[src/rtl/stream_demux_n_pkg.sv]
// Shared definitions for the CNN stream-routing blocks.
//   MODE_EXPLICIT / MODE_RR : encodings of the demux mode_i input.
//   clog2_min1              : ceil(log2(n)), never less than 1, so that a
//                             select or counter field is always at least one bit wide.
package cnn_stream_pkg;

  localparam logic MODE_EXPLICIT = 1'b0;
  localparam logic MODE_RR       = 1'b1;

  function automatic int unsigned clog2_min1(input int unsigned n);
    return (n <= 2) ? 1 : $clog2(n);
  endfunction

endpackage

[src/rtl/stream_demux_n_out_reg.sv]
// One-entry valid/ready output register for a single demux channel.
//   clk, rst_n : clock and synchronous active-low reset
//   load_i     : a beat is accepted for this channel this cycle
//   data_i     : beat to capture on load
//   ready_i    : downstream ready
//   valid_o    : entry occupied
//   data_o     : held beat (keeps its value after a drain)
module demux_out_reg #(
  parameter int unsigned DATA_W = 8
) (
  input  logic              clk,
  input  logic              rst_n,
  input  logic              load_i,
  input  logic [DATA_W-1:0] data_i,
  input  logic              ready_i,
  output logic              valid_o,
  output logic [DATA_W-1:0] data_o
);

  logic              valid_q, valid_d;
  logic [DATA_W-1:0] data_q,  data_d;

  // A load wins over a drain in the same cycle, giving 1 beat/cycle throughput.
  always_comb begin
    valid_d = valid_q;
    data_d  = data_q;
    if (load_i) begin
      valid_d = 1'b1;
      data_d  = data_i;
    end else if (ready_i) begin
      valid_d = 1'b0;
    end
  end

  always_ff @(posedge clk) begin
    if (!rst_n) begin
      valid_q <= 1'b0;
      data_q  <= '0;
    end else begin
      valid_q <= valid_d;
      data_q  <= data_d;
    end
  end

  assign valid_o = valid_q;
  assign data_o  = data_q;

endmodule

[src/rtl/stream_demux_n.sv]
// Registered 1-to-NUM_CH stream demultiplexer with valid/ready handshakes.
// Routes each beat by explicit select (mode_i=0) or round-robin in bursts of
// BURST_LEN beats (mode_i=1). Every channel has its own one-entry register.
//   clk, rst_n  : clock and synchronous active-low reset
//   clear_i     : clear round-robin pointer and beat counter
//   mode_i      : 0 = explicit select, 1 = round-robin
//   s_valid/s_ready/s_data/s_sel : input stream and explicit target
//   m_valid/m_ready/m_data       : per-channel outputs, channel k at [k*DATA_W +: DATA_W]
//   rr_ch_o     : current round-robin pointer
//   sel_err_o   : one-cycle pulse after an out-of-range select beat was dropped
module stream_demux_n
  import cnn_stream_pkg::*;
#(
  parameter int unsigned DATA_W    = 8,
  parameter int unsigned NUM_CH    = 4,
  parameter int unsigned SEL_W     = clog2_min1(NUM_CH),
  parameter int unsigned BURST_LEN = 4
) (
  input  logic                     clk,
  input  logic                     rst_n,
  input  logic                     clear_i,
  input  logic                     mode_i,
  input  logic                     s_valid,
  output logic                     s_ready,
  input  logic [DATA_W-1:0]        s_data,
  input  logic [SEL_W-1:0]         s_sel,
  output logic [NUM_CH-1:0]        m_valid,
  input  logic [NUM_CH-1:0]        m_ready,
  output logic [NUM_CH*DATA_W-1:0] m_data,
  output logic [SEL_W-1:0]         rr_ch_o,
  output logic                     sel_err_o
);

  localparam int unsigned       CNT_W     = clog2_min1(BURST_LEN);
  localparam logic [SEL_W:0]    NUM_CH_X  = (SEL_W+1)'(NUM_CH);
  localparam logic [SEL_W-1:0]  LAST_CH   = SEL_W'(NUM_CH - 1);
  localparam logic [CNT_W-1:0]  LAST_BEAT = CNT_W'(BURST_LEN - 1);

  logic [SEL_W-1:0]  rr_q,  rr_d;
  logic [CNT_W-1:0]  cnt_q, cnt_d;
  logic              err_q, err_d;

  logic [SEL_W-1:0]  tgt;
  logic              sel_ok;
  logic              tgt_busy;
  logic              accept;
  logic [NUM_CH-1:0] load;

  always_comb begin
    tgt    = (mode_i == MODE_RR) ? rr_q : s_sel;
    sel_ok = (mode_i == MODE_RR) || ({1'b0, s_sel} < NUM_CH_X);

    // Decode instead of indexing m_valid[tgt] so an out-of-range select never
    // reads past the vector; such a beat sees an idle target and is consumed.
    tgt_busy = 1'b0;
    for (int unsigned k = 0; k < NUM_CH; k++) begin
      if (tgt == SEL_W'(k)) tgt_busy = m_valid[k] & ~m_ready[k];
    end

    s_ready = rst_n & ~tgt_busy;
    accept  = s_valid & s_ready;

    load = '0;
    for (int unsigned k = 0; k < NUM_CH; k++) begin
      load[k] = accept & sel_ok & (tgt == SEL_W'(k));
    end
  end

  always_comb begin
    rr_d  = rr_q;
    cnt_d = cnt_q;
    err_d = accept & ~sel_ok;
    if (clear_i) begin
      rr_d  = '0;
      cnt_d = '0;
    end else if (accept && (mode_i == MODE_RR)) begin
      if (cnt_q == LAST_BEAT) begin
        cnt_d = '0;
        rr_d  = (rr_q == LAST_CH) ? '0 : rr_q + 1'b1;
      end else begin
        cnt_d = cnt_q + 1'b1;
      end
    end
  end

  always_ff @(posedge clk) begin
    if (!rst_n) begin
      rr_q  <= '0;
      cnt_q <= '0;
      err_q <= 1'b0;
    end else begin
      rr_q  <= rr_d;
      cnt_q <= cnt_d;
      err_q <= err_d;
    end
  end

  assign rr_ch_o   = rr_q;
  assign sel_err_o = err_q;

  for (genvar k = 0; k < NUM_CH; k++) begin : g_ch
    demux_out_reg #(
      .DATA_W(DATA_W)
    ) u_out_reg (
      .clk    (clk),
      .rst_n  (rst_n),
      .load_i (load[k]),
      .data_i (s_data),
      .ready_i(m_ready[k]),
      .valid_o(m_valid[k]),
      .data_o (m_data[k*DATA_W +: DATA_W])
    );
  end

endmodule

[config.mk]
export PLATFORM = sky130hd
export DESIGN_NAME = stream_demux_n
export DESIGN_NICKNAME = d
export VERILOG_FILES = /design/src/rtl/stream_demux_n_pkg.sv /design/src/rtl/stream_demux_n_out_reg.sv /design/src/rtl/stream_demux_n.sv
export SDC_FILE = /design/constraint.sdc
export NUM_CORES = 1
export LEC_CHECK = 0
export BUFFER_PORTS_ARGS = -buffer_cell sky130_fd_sc_hd__buf_4
export CELL_PAD_IN_SITES_DETAIL_PLACEMENT = 1
export CELL_PAD_IN_SITES_GLOBAL_PLACEMENT = 1
export CORE_AREA = 5 5 91 72
export DETAILED_ROUTE_END_ITERATION = 8
export DIE_AREA = 0 0 96 77
export GPL_TIMING_DRIVEN = 0
export PLACE_DENSITY_LB_ADDON = 0.1
export RECOVER_POWER = 25
export SLEW_MARGIN = 20
export SYNTH_ARGS = -nofsm -noshare
export SYNTH_HDL_FRONTEND = slang
export SYNTH_SLANG_ARGS = --single-unit
[constraint.sdc]
create_clock -name clk -period 1.61 [get_ports clk]
set_input_delay 0.161 -clock clk [delete_from_list [all_inputs] [get_ports clk]]
set_output_delay 0.161 -clock clk [all_outputs]
set_load 0.05 [all_outputs]
* Word level (Yosys, flattened, before mapping)
Cells that the tools add are included.
Widths: inputs -> output; s select.
** Cells by class
- $add $sub $neg :: 2
- Equal/unequal tests :: 5
- Multiplexer cells :: 15
- Bitwise logic cells :: 16
- Reductions and logical operators :: 8
** Operators with widths (count)
- $mux 1 :: 12
- $and 1x1->1 :: 10
- $eq 2x2->1 const B :: 4
- $reduce_bool 2->1 :: 4
- $mux 2 :: 3
- $not 1->1 :: 6
- $add 2x1->2 const B :: 2
- $eq 2x1->1 const B :: 1
- $logic_not 2->1 :: 1
- $reduce_and 2->1 :: 1
- $reduce_or 2->1 :: 1
- $logic_and 1x1->1 :: 1
** Storage, ports and cells
- Bits in registers :: 40
- Bits of input ports :: 19
- Output and inout port bits :: 40
- Word-level logic and storage cells :: 56

* Longest topological paths before layout
Gate-level depths: netlist of the first run.
- Depth after elaboration :: 11
- Mapped depth :: 7
- Gate-level depth less buffers :: 5

* Hierarchy
A second synthesis of the first run with hierarchy kept.
** Second synthesis, totals
- Cells, all modules :: 155
- Area total of the unflattened synthesis :: 1697.9 µm²
** Modules (own cells, without submodules)
- demux_out_reg :: instances 4, cells an instance 28, area each 335.3 µm², seq. area each 180.2 µm²
- stream_demux_n :: instances 1, cells an instance 43, area each 356.6 µm², seq. area each 80.1 µm²

* Worst setup path before layout of the first run
OpenSTA, ideal clock, no wires.
- Kind :: register to output
- Start point :: register rr_q[0] (netlist: rr_ch_o[0])
- End point :: output port s_ready
- Arrival :: 1.996 ns
- Data required time :: 1.449 ns
- Slack :: -0.547 ns
- Cell stages (with the launch flop) :: 5
- Path buffers :: 0
- Cells stage by stage :: dfxtp_1 and3b_1 o21ai_0 o221ai_2 nor2_1
** On the way
- Longest elaborated chain between the ends :: 8
- Elaborated cells between the ends (all ways) :: 11
- Those cells by class :: eq/ne: 3; mux: 5; bitwise: 2; reduce/logical: 1
** Ends and longest elaborated chain
- start, declared :: RTL line stream_demux_n.sv:39 : logic [SEL_W-1:0] rr_q, rr_d;
- start signal, assigned :: RTL line stream_demux_n.sv:92 : rr_q <= rr_d;
- $mux 2 * :: RTL line stream_demux_n.sv:50 : tgt = (mode_i == MODE_RR) ? rr_q : s_sel;
- $logic_not 2->1 :: RTL line stream_demux_n.sv:57 : if (tgt == SEL_W'(k)) tgt_busy = m_valid[k] & ~m_ready[k];
- $mux 1 (3 in series) :: RTL line stream_demux_n.sv:57
- $mux 1 * :: RTL line stream_demux_n.sv:57
- $not 1->1 * :: RTL line stream_demux_n.sv:60 : s_ready = rst_n & ~tgt_busy;
- $and 1x1->1 * :: RTL line stream_demux_n.sv:60
- end, declared :: RTL line stream_demux_n.sv:24 : output logic s_ready,
Every way passes the cells marked *; elsewhere a longest branch is shown, timed or not.

* Worst setup path in the final report of the first run
- Start point :: register rr_q[0] (netlist: rr_ch_o[0])
- End point :: register g_ch[1].u_out_reg.data_q[5]
** On the way
- Longest elaborated chain between the ends :: 10
- Elaborated cells between the ends (all ways) :: 13
- Those cells by class :: eq/ne: 3; mux: 5; bitwise: 4; reduce/logical: 1
** Ends and longest elaborated chain
- $mux 2 * :: RTL line stream_demux_n.sv:50
- $logic_not 2->1 :: RTL line stream_demux_n.sv:57
- $mux 1 (4 in series) :: RTL line stream_demux_n.sv:57
- $not 1->1 :: RTL line stream_demux_n.sv:60
- $and 1x1->1 :: RTL line stream_demux_n.sv:60
- $and 1x1->1 :: RTL line stream_demux_n.sv:61 : accept = s_valid & s_ready;
- $and 1x1->1 * :: RTL line stream_demux_n.sv:65 : load[k] = accept & sel_ok & (tgt == SEL_W'(k));
- end signal, assigned :: RTL line stream_demux_n_out_reg.sv:41 : data_q <= data_d;
- end, declared :: RTL line stream_demux_n_out_reg.sv:21 : logic [DATA_W-1:0] data_q, data_d;
Marks and branches as above.
A chain may end at the register's enable or synchronous reset.

==> results of run 1 <==
==> cells by family (layout without fill, tap and decap cells) <==
kind of cell | Yosys count | after routing | synth area share, %
compound gates | 10 | 10 | 5.21
fa+ha+maj | 2 | 2 | 1.43
buf+inv | 18 | 87 | 6.35
flops | 40 | 40 | 45.7
mux | 36 | 36 | 20.6
other cells | 1 | 1 | 0.214
simple gates | 73 | 73 | 20.6
==> worst register-to-register path: stages (launching register included) <==
cell,delay (ps)
dfxtp_4,370
buf_12,130
a31oi_4,160
o21ai_2,130
or4_4,540
buf_2,180
mux2i_1,120
==> registers in the layout, indices dropped and copies added, names as in the netlist <==
name,cells
cnt_q,2
g_ch.u_out_reg.data_o,32
g_ch.u_out_reg.valid_o,4
rr_ch_o,2
==> stage by stage <==
| stage | power [uW] | setup TNS (ps) |
|---|---|---|
| after floorplan | 1200 | -2560 |
| after global placement | 1300 | -2630 |
| after detailed placement | 1310 | -3030 |
| after CTS | 2000 | -2460 |
| after global routing | 2080 | -3340 |
| final | 1980 | -1750 |
==> layout by cell type (no fill, tap or decap), types with 2 or more instances in the layout <==
cell type  netlist  routed
nor3_1           4       4
or4_4            0       2
ha_1             2       2
clkinv_2         0       2
a21boi_1         2       2
buf_4            5      51
nand2b_1         3       3
nand2_1         34      34
o21ai_2          1       2
dfxtp_4          0       2
nor2b_1         18      18
nor2_1           6       5
mux2i_1         36      36
nor3b_1          2       2
buf_6            3       5
dfxtp_1         40      38
and3b_1          2       2
clkbuf_1         5      18
clkbuf_8         0       6
==> final cells by class <==
type / instances / area, um^2 / area share [%]
buffer: 16 / 109 / 4.52
clock buffer: 6 / 82.6 / 3.43
clock inverter: 2 / 10.0 / 0.416
inverter: 2 / 7.51 / 0.312
multi-input combinational: 122 / 866 / 36.0
sequential: 40 / 808 / 33.6
tap: 78 / 97.6 / 4.05
timing repair buffer: 61 / 427 / 17.7
==> layer usage <==
layer / vias to the layer above / track usage (%)
li1: 731 / -
met1: 682 / 19.4
met2: 40 / 17.8
met3: 7 / 4.50
met4: 0 / 3.41
met5: - / 0
==> what timing repair did <==
action                                  in CTS  in global routing
endpoints found under the setup margin      23                 35
pin swaps                                    2                  3
resized for setup                            5                  8
buffers inserted                             2                  1
hold buffers                                 0                  0
cloned                                       1                  1
==> worst min-delay path by stage <==
stage                                              to  slack [ps]  cells after the start
after floorplan           g_ch[0].u_out_reg.data_o[0]         320                      2
after CTS                 g_ch[3].u_out_reg.data_o[3]         150                      3
after global placement    g_ch[3].u_out_reg.data_o[4]         450                      3
after detailed placement  g_ch[3].u_out_reg.data_o[3]         460                      3
after global routing      g_ch[2].u_out_reg.data_o[3]         150                      3
final                     g_ch[2].u_out_reg.data_o[3]         150                      3
==> power by group <==
part	switching [uW]	internal (uW)	total, uW
logic	168	104	273
registers	10.6	1000	1010
clock network	351	342	693
total	530	1450	1980
==> results.toml, run 1 <==
[run_status]
status = "finished with violations"
violations = "negative setup slack"

[final_layout]
final_util_pct = 43.1
layout-drive-gt1-share_pct = 31.3
area_growth_pct = 37.3
final_cells = 327
nNetsFinal = 269
n_antenna_cell = 0
postLayoutCellArea_um2 = 2410
n_fill_cell = 693

[sta]
worst_pin_slew_ps = 620
setup_viol = 21
rsz0062_at_grt = "true"
holdWs_ps = 153
finClkSkew_ps = 5.95
hold_viol = 0
finalCritPeriodShare_pct = 108
max_freq_mhz = 577
drv_slew = 0
finalCriticalPeriod_ps = 1730
slew_headroom_pct = 58.8
worst_slack_ps = -123

[placement]
dp_slack_ps = -159
place_area_um2 = 2280
place_congestion = 0.676
dp_cells = 314
io_buffer_count = 56
hpwlAfterDp_mm = 3.55

[worst_setup_path]
path_buf_inv = 2
crit_fanout = 5
r2r_cells = 6
required_ps = 1790
r2r_end = "g_ch[1].u_out_reg.data_o[5]"
critical-path-slowest-cell = "or4_4"
r2r-start = "rr_ch_o[0]"
crit_family = "simple AND/OR/NAND/NOR gates"
critical_path_class = "flop to flop"
cp-end-kind = "flop"
crit_chain = "buf_12 -> a31oi_4 -> o21ai_2 -> or4_4 -> buf_2 -> mux2i_1"
startpoint = "rr_ch_o[0]"
cp-endpoint = "g_ch[1].u_out_reg.data_o[5]"
crit_cells = 6
start_kind = "flop"
cpPeakStageDelay_ps = 540
r2r_slack_ps = -120
cp.arrival_ps = 1910

[clock_tree]
clk_latency_ps = 290
clk_path_buf_depth = 2
cts.sink_count = 40
numCtsBuffers = 5
cts.htree.levels = 2
clockRootBuffer = "clkbuf_8"
cts.clk_slew.worst_paths_ps = 80
cts_tree = "yes"

[power]
peakVddDrop_uv = 383
leakagePower_uw = 0.00104
p_per_area_nw_per_um2 = 823

[detailed_routing]
wl_met1_mm = 2.50
via_per_inst = 4.46
drc = 0
vias = 1460
wl_per_cell_um = 14.6
drt-initial-drc-count = 44
top_layer_used = "met4"
wirelength_mm = 4.76
final_antenna_net_count = 0
wl_met3_um = 307
met2_length_mm = 1.91
dr.pass1.iters = 4

[yosys]
ys_seq_elements = 40
synthTopCellsByCount = "40 x dfxtp_1, 36 x mux2i_1, 34 x nand2_1, 18 x nor2b_1, 6 x nor2_1"
ys_seq_area_share_pct = 45.7
synth_nets = 201
async_flop_share_pct = 0
synth_top_cell_by_area = "dfxtp_1"
synth_edf_count = 0
netlist.area_leader.share_pct = 45.7
synth-main-ff-cell = "dfxtp_1"
ys_types = 28
syn_area_um2 = 1750
post-synth-top-count-cell = "dfxtp_1"
ys_top_cells_by_area = "dfxtp_1 46%, mux2i_1 21%, nand2_1 7.3%"
syn_inst = 180
yosys_warnings = 0
avgSynthCellArea_um2 = 9.74

[floorplan]
row_count = 24
die_area_um2 = 7390
io_pins = 59
fp.coreArea_um2 = 5590
chipWidth_um = 96
fp.dieH_um = 77
start_util_pct = 31.4

[worst_hold_path]
hp-class = "primary input to flop"
min_from = "s_data[3]"

[global_route]
grt_max_degree = 13
grt_pass1_vias = 1524
grt_pass1_wl_mm = 7.59
grt_usage_pct = 13.1
grt.overflow.total = 0
antenna_found_initial = 0

[run]
drv_cap = 0
Power figures use the tool's default switching activity.
==> run 2, diff against run 1 <==
ABC_AREA = 1   (was default)
CELL_PAD_IN_SITES_DETAIL_PLACEMENT = default   (was 1)
CELL_PAD_IN_SITES_GLOBAL_PLACEMENT = default   (was 1)
CORE_AREA = 5 5 79 63   (was 5 5 91 72)
DIE_AREA = 0 0 84 68   (was 0 0 96 77)
PLACE_DENSITY = 0.74   (was default)
PLACE_DENSITY_LB_ADDON = default   (was 0.1)
==> run 2 against run 1 <==
Compared with the run above:
- the flow still finishes with violations (negative setup slack)
- sequential share of layout area down 3.3 points
- maximum frequency up 4.1%
- core utilization up 20 points
- via count up 28%
- worst setup slack better by 68 ps
- non-clock buffer count up 3
- register-to-register slack better by 70 ps
- critical path type unchanged
- critical endpoint is now g_ch[3].u_out_reg.data_o[6]
- highest routed layer unchanged
==> results.toml, run 2 <==
[yosys]
syn_inst = 224
ys_seq_elements = 40
synth_edf_count = 0
synth_top_cell_by_area = "dfxtp_1"
avgSynthCellArea_um2 = 8.02
netlist.area_leader.share_pct = 44.6
synthTopCellsByCount = "46 x nand2_1, 40 x dfxtp_1, 36 x a21oi_1, 35 x nand4_1, 14 x nor2_1"
synth-main-ff-cell = "dfxtp_1"
synth_nets = 245
async_flop_share_pct = 0
post-synth-top-count-cell = "nand2_1"
ys_types = 21
syn_area_um2 = 1800
yosys_warnings = 0
ys_top_cells_by_area = "dfxtp_1 45%, nand4_1 12%, a21oi_1 10%"
ys_seq_area_share_pct = 44.6

[floorplan]
io_pins = 59
die_area_um2 = 5710
fp.coreArea_um2 = 4200
start_util_pct = 42.7
chipWidth_um = 84
row_count = 21
fp.dieH_um = 68

[placement]
place_congestion = 0.790
io_buffer_count = 55
dp_cells = 336
hpwlAfterDp_mm = 3.44

[run_status]
status = "finished with violations"
violations = "negative setup slack"

[run]
drv_cap = 0

[clock_tree]
numCtsBuffers = 5
cts_tree = "yes"
clk_path_buf_depth = 2
cts.clk_slew.worst_paths_ps = 80
clk_latency_ps = 300
ctsHoldBuffers = 0
cts.sink_count = 40
cts.htree.levels = 2
clockRootBuffer = "clkbuf_8"

[final_layout]
final_common_cell = "buf_4"
layout-drive-gt1-share_pct = 46.6
seq_area_um2 = 808
layout_common_cells = "55 x buf_4, 38 x dfxtp_1, 35 x nand4_1"
multi_input_area_um2 = 1050
area_growth_pct = 48.6
final_cells = 355
largest_reg_flops = 32
n_fill_cell = 376
nNetsFinal = 319
n_antenna_cell = 0

[global_route]
grt_pass1_wl_mm = 8.67
grt_max_degree = 15
met2_usage_pct = 29.2
met1_usage_pct = 25.6
busiest_layer = "met2"
antenna_found_initial = 0
grt_pass1_vias = 1782
grt_usage_pct = 19.4
grt.overflow.total = 0
grt_use_met3_pct = 6.14

[sta]
drv_slew = 0
slew_headroom_pct = 59.1
max_freq_mhz = 601
finalCritPeriodShare_pct = 103
finClkSkew_ps = 7.18
worst_slack_ps = -54.6
hold_viol = 0
worst_pin_slew_ps = 616
rsz0062_at_grt = "true"
setup_viol = 24
holdWs_ps = 134
finalCriticalPeriod_ps = 1660
fin_setup_tns_ps = -414

[worst_setup_path]
cp-end-kind = "flop"
start_kind = "flop"
critical_path_class = "flop to flop"
required_ps = 1830
crit_fanout = 10
cp.arrival_ps = 1890

[detailed_routing]
dr.pass1.iters = 4
final_antenna_net_count = 0
wirelength_mm = 5.30
wl_per_cell_um = 14.9
vias = 1864
drc = 0
via_per_inst = 5.25
drt-initial-drc-count = 105

[worst_hold_path]
hp-class = "primary input to flop"

[power]
peakVddDrop_uv = 439
p_per_area_nw_per_um2 = 821
leakagePower_uw = 0.00103
## run 2: cell count changes in the layout (fill, tap and decap cells not counted), moves of 9 or more
cell     change
mux2i_1     -36
a21oi_1     +27
nand2_1     -16
nand4_1     +35
nand2_2     +32
inv_1        +9
nor2b_1     -18
## run 2: repair_timing
action                     in CTS  in global routing
gates resized for setup        25                 35
pin swaps                      10                 12
buffers inserted                7                  0
setup endpoints to repair      23                 40
cloned                          5                  0
## run 2: critical path, stage by stage (launching register included)
cell and delay [ps]:
dfxtp_4 360, inv_2 60, nand2_2 50, nand2_4 110, nor2_8 50, nand2_2 50, nand2_2 60, nor2_4 160
buf_6 160, clkbuf_4 210, nand4_1 100, a21oi_1 200
## run 2: report_power, final
| part | internal [uW] | leakage (uW) | switching [uW] |
|---|---|---|---|
| Clock | 382 | 0.0000503 | 346 |
| Combinational | 149 | 0.000659 | 289 |
| Sequential | 1010 | 0.000325 | 15.8 |
## run 2: logic make-up after synthesis
| kind of cell | count (synthesis) | share of synthesized area, % |
|---|---|---|
| flip-flops | 40 | 44.6 |
| AND/OR/NAND/NOR | 112 | 34.4 |
| buffers and inverters | 31 | 8.57 |
| AO/OA/AOI/OAI | 38 | 10.9 |
| adder cells (fa/ha/maj) | 2 | 1.39 |
| other | 1 | 0.209 |
## run 2: layer usage
layer  vias up  part of all wire [%]
met5         -                     0
met4         0                   1.6
met3         9                    10
met2        83                    44
met1       845                    44
li1        927                     -
## run 2: per-stage QoR
| step | setup WS [ps] | total power, uW | util (%) | area [um^2] |
|---|---|---|---|---|
| floorplan | 60.2 | 1290 | - | 1810 |
| global placement | -30.1 | 1400 | 54.5 | 2290 |
| detailed placement | -72.9 | 1410 | 54.5 | 2290 |
| CTS | -48.2 | 2180 | 62.0 | 2610 |
| global route | -133 | 2280 | 63.5 | 2670 |
| finish | -54.6 | 2190 | 63.5 | 2670 |
## run 2: path summary, 6_finish.rpt
kind	from	endpoint	slack, ps	depth (start not counted)
setup / recovery	rr_ch_o[1]	g_ch[3].u_out_reg.data_o[6]	-50	11
setup reg to reg	rr_ch_o[1]	g_ch[3].u_out_reg.data_o[6]	-50	11
hold / removal	clear_i	rr_ch_o[0]	130	4
hold reg to reg	g_ch[3].u_out_reg.data_o[3]	g_ch[3].u_out_reg.data_o[3]	460	2
## run 2: final cells by class
type                    instances  share of cell area [%]
multi-input cells             157                    39.2
flip-flops and latches         40                    30.3
repair buffers                 63                    17.8
plain buffers                  17                    4.50
clock buffers                   7                    3.61
well taps                      57                    2.67
inverters                      14                    1.97
==> run 3, diff against run 2 <==
SKIP_CTS_REPAIR_TIMING = 1   (was default)
==> run 3 against run 2 <==
Compared with the run above:
- the run still ends with negative setup slack left
- count of clock-buffer cells in the layout unchanged
- hold slack got worse by 6.5 ps
- non-clock buffer count increased by 10
- wire length about the same
- total power increased by 1.2%
- combinational power increased by 5.7%
- global-route usage decreased by 2.4 points
==> results.toml, run 3 (synthesis gave the netlist of run 2 again) <==
[sta]
hold_viol = 0
slew_headroom_pct = 24.5
finalCritPeriodShare_pct = 109
worst_pin_slew_ps = 1130
finalCriticalPeriod_ps = 1750
holdWs_ps = 128
worst_slack_ps = -142
drv_slew = 0
finClkSkew_ps = 7.25
setup_viol = 36
max_freq_mhz = 571
rsz0062_at_grt = "true"

[detailed_routing]
wl_per_cell_um = 14.5
final_antenna_net_count = 0
dr.pass1.iters = 4
wirelength_mm = 5.31
vias = 1880
drt-initial-drc-count = 120
via_per_inst = 5.15
drc = 0

[worst_setup_path]
cp.arrival_ps = 1590
required_ps = 1450
critical_path_class = "flop to output port"
start_kind = "flop"
cp-end-kind = "output port"
crit_fanout = 6

[final_layout]
largest_reg_flops = 32
n_antenna_cell = 0
layout_common_cells = "61 x buf_4, 38 x dfxtp_1, 36 x nand2_2"
multi_input_area_um2 = 1070
n_fill_cell = 362
final_common_cell = "buf_4"
seq_area_um2 = 808
nNetsFinal = 329
layout-drive-gt1-share_pct = 49.7
area_growth_pct = 54.7
final_util_pct = 66.1

[power]
leakagePower_uw = 0.00109
p_per_area_nw_per_um2 = 798
peakVddDrop_uv = 458

[floorplan]
chipWidth_um = 84
start_util_pct = 42.7
fp.dieH_um = 68
row_count = 21
io_pins = 59
die_area_um2 = 5710
fp.coreArea_um2 = 4200

[global_route]
grt.overflow.total = 0
grt_usage_pct = 17.0
grt_max_degree = 12
antenna_found_initial = 0
grt_pass1_vias = 1630
grt_pass1_wl_mm = 7.64

[placement]
hpwlAfterDp_mm = 3.44
io_buffer_count = 55
place_congestion = 0.790

[run_status]
violations = "negative setup slack"
status = "finished with violations"

[clock_tree]
cts.htree.levels = 2
clockRootBuffer = "clkbuf_8"
clk_latency_ps = 300
numCtsBuffers = 5
cts_tree = "yes"
cts.sink_count = 40
cts.clk_slew.worst_paths_ps = 80
clk_path_buf_depth = 2

[run]
drv_cap = 0

[worst_hold_path]
hp-class = "primary input to flop"
==> run 3: area by class of cell <==
type / count / area share, %
tap: 57 / 2.57
timing repair buffer: 73 / 20.5
multi-input combinational: 157 / 38.3
clock buffer: 7 / 3.47
inverter: 14 / 1.89
buffer: 17 / 4.19
sequential: 40 / 29.1
==> run 3: power by group <==
| part | switching, uW | internal, uW |
|---|---|---|
| clock | 346 | 382 |
| sequential | 16.1 | 1010 |
| combinational | 294 | 169 |
==> run 3: per-stage QoR <==
stage          power (uW)  setup TNS [ps]  instances  setup WS (ps)  cell area [um^2]
2_1_floorplan        1290               0        224           60.2              1810
6_report             2220           -2030        365           -142              2780
3_5_place_dp         1410            -528        336          -72.9              2290
3_3_place_gp         1400            -195        336          -30.1              2290
5_1_grt              2300           -5660        365           -222              2780
4_1_cts              2120            -874        343           -247              2390
==> run 3: critical path, cell delays in order (launching register included) <==
cell and delay (ps):
dfxtp_4 360, inv_2 40, nand2_2 70, nand2_4 90, nand3_2 80, nand3_2 90, nor2_4 190, buf_6 130
buf_6 110, buf_8 140
==> run 3: layer usage <==
metal  up-vias  wire (um)  GRT usage [%]
met5         -          0              0
met1       847       2370           22.8
met3         8        536           6.50
met2        82       2330           23.7
li1        943          -              -
met4         0         72           8.84
==> run 3: path summary, 6_finish.rpt <==
kind / from / to / slack, ps / cells after the start
worst min-delay path: clear_i / rr_ch_o[0] / 130 / 4
worst max-delay path: rr_ch_o[0] / s_ready / -140 / 9
worst max register to register: rr_ch_o[0] / g_ch[1].u_out_reg.data_o[0] / -130 / 12
worst min register to register: g_ch[3].u_out_reg.data_o[7] / g_ch[3].u_out_reg.data_o[7] / 460 / 2
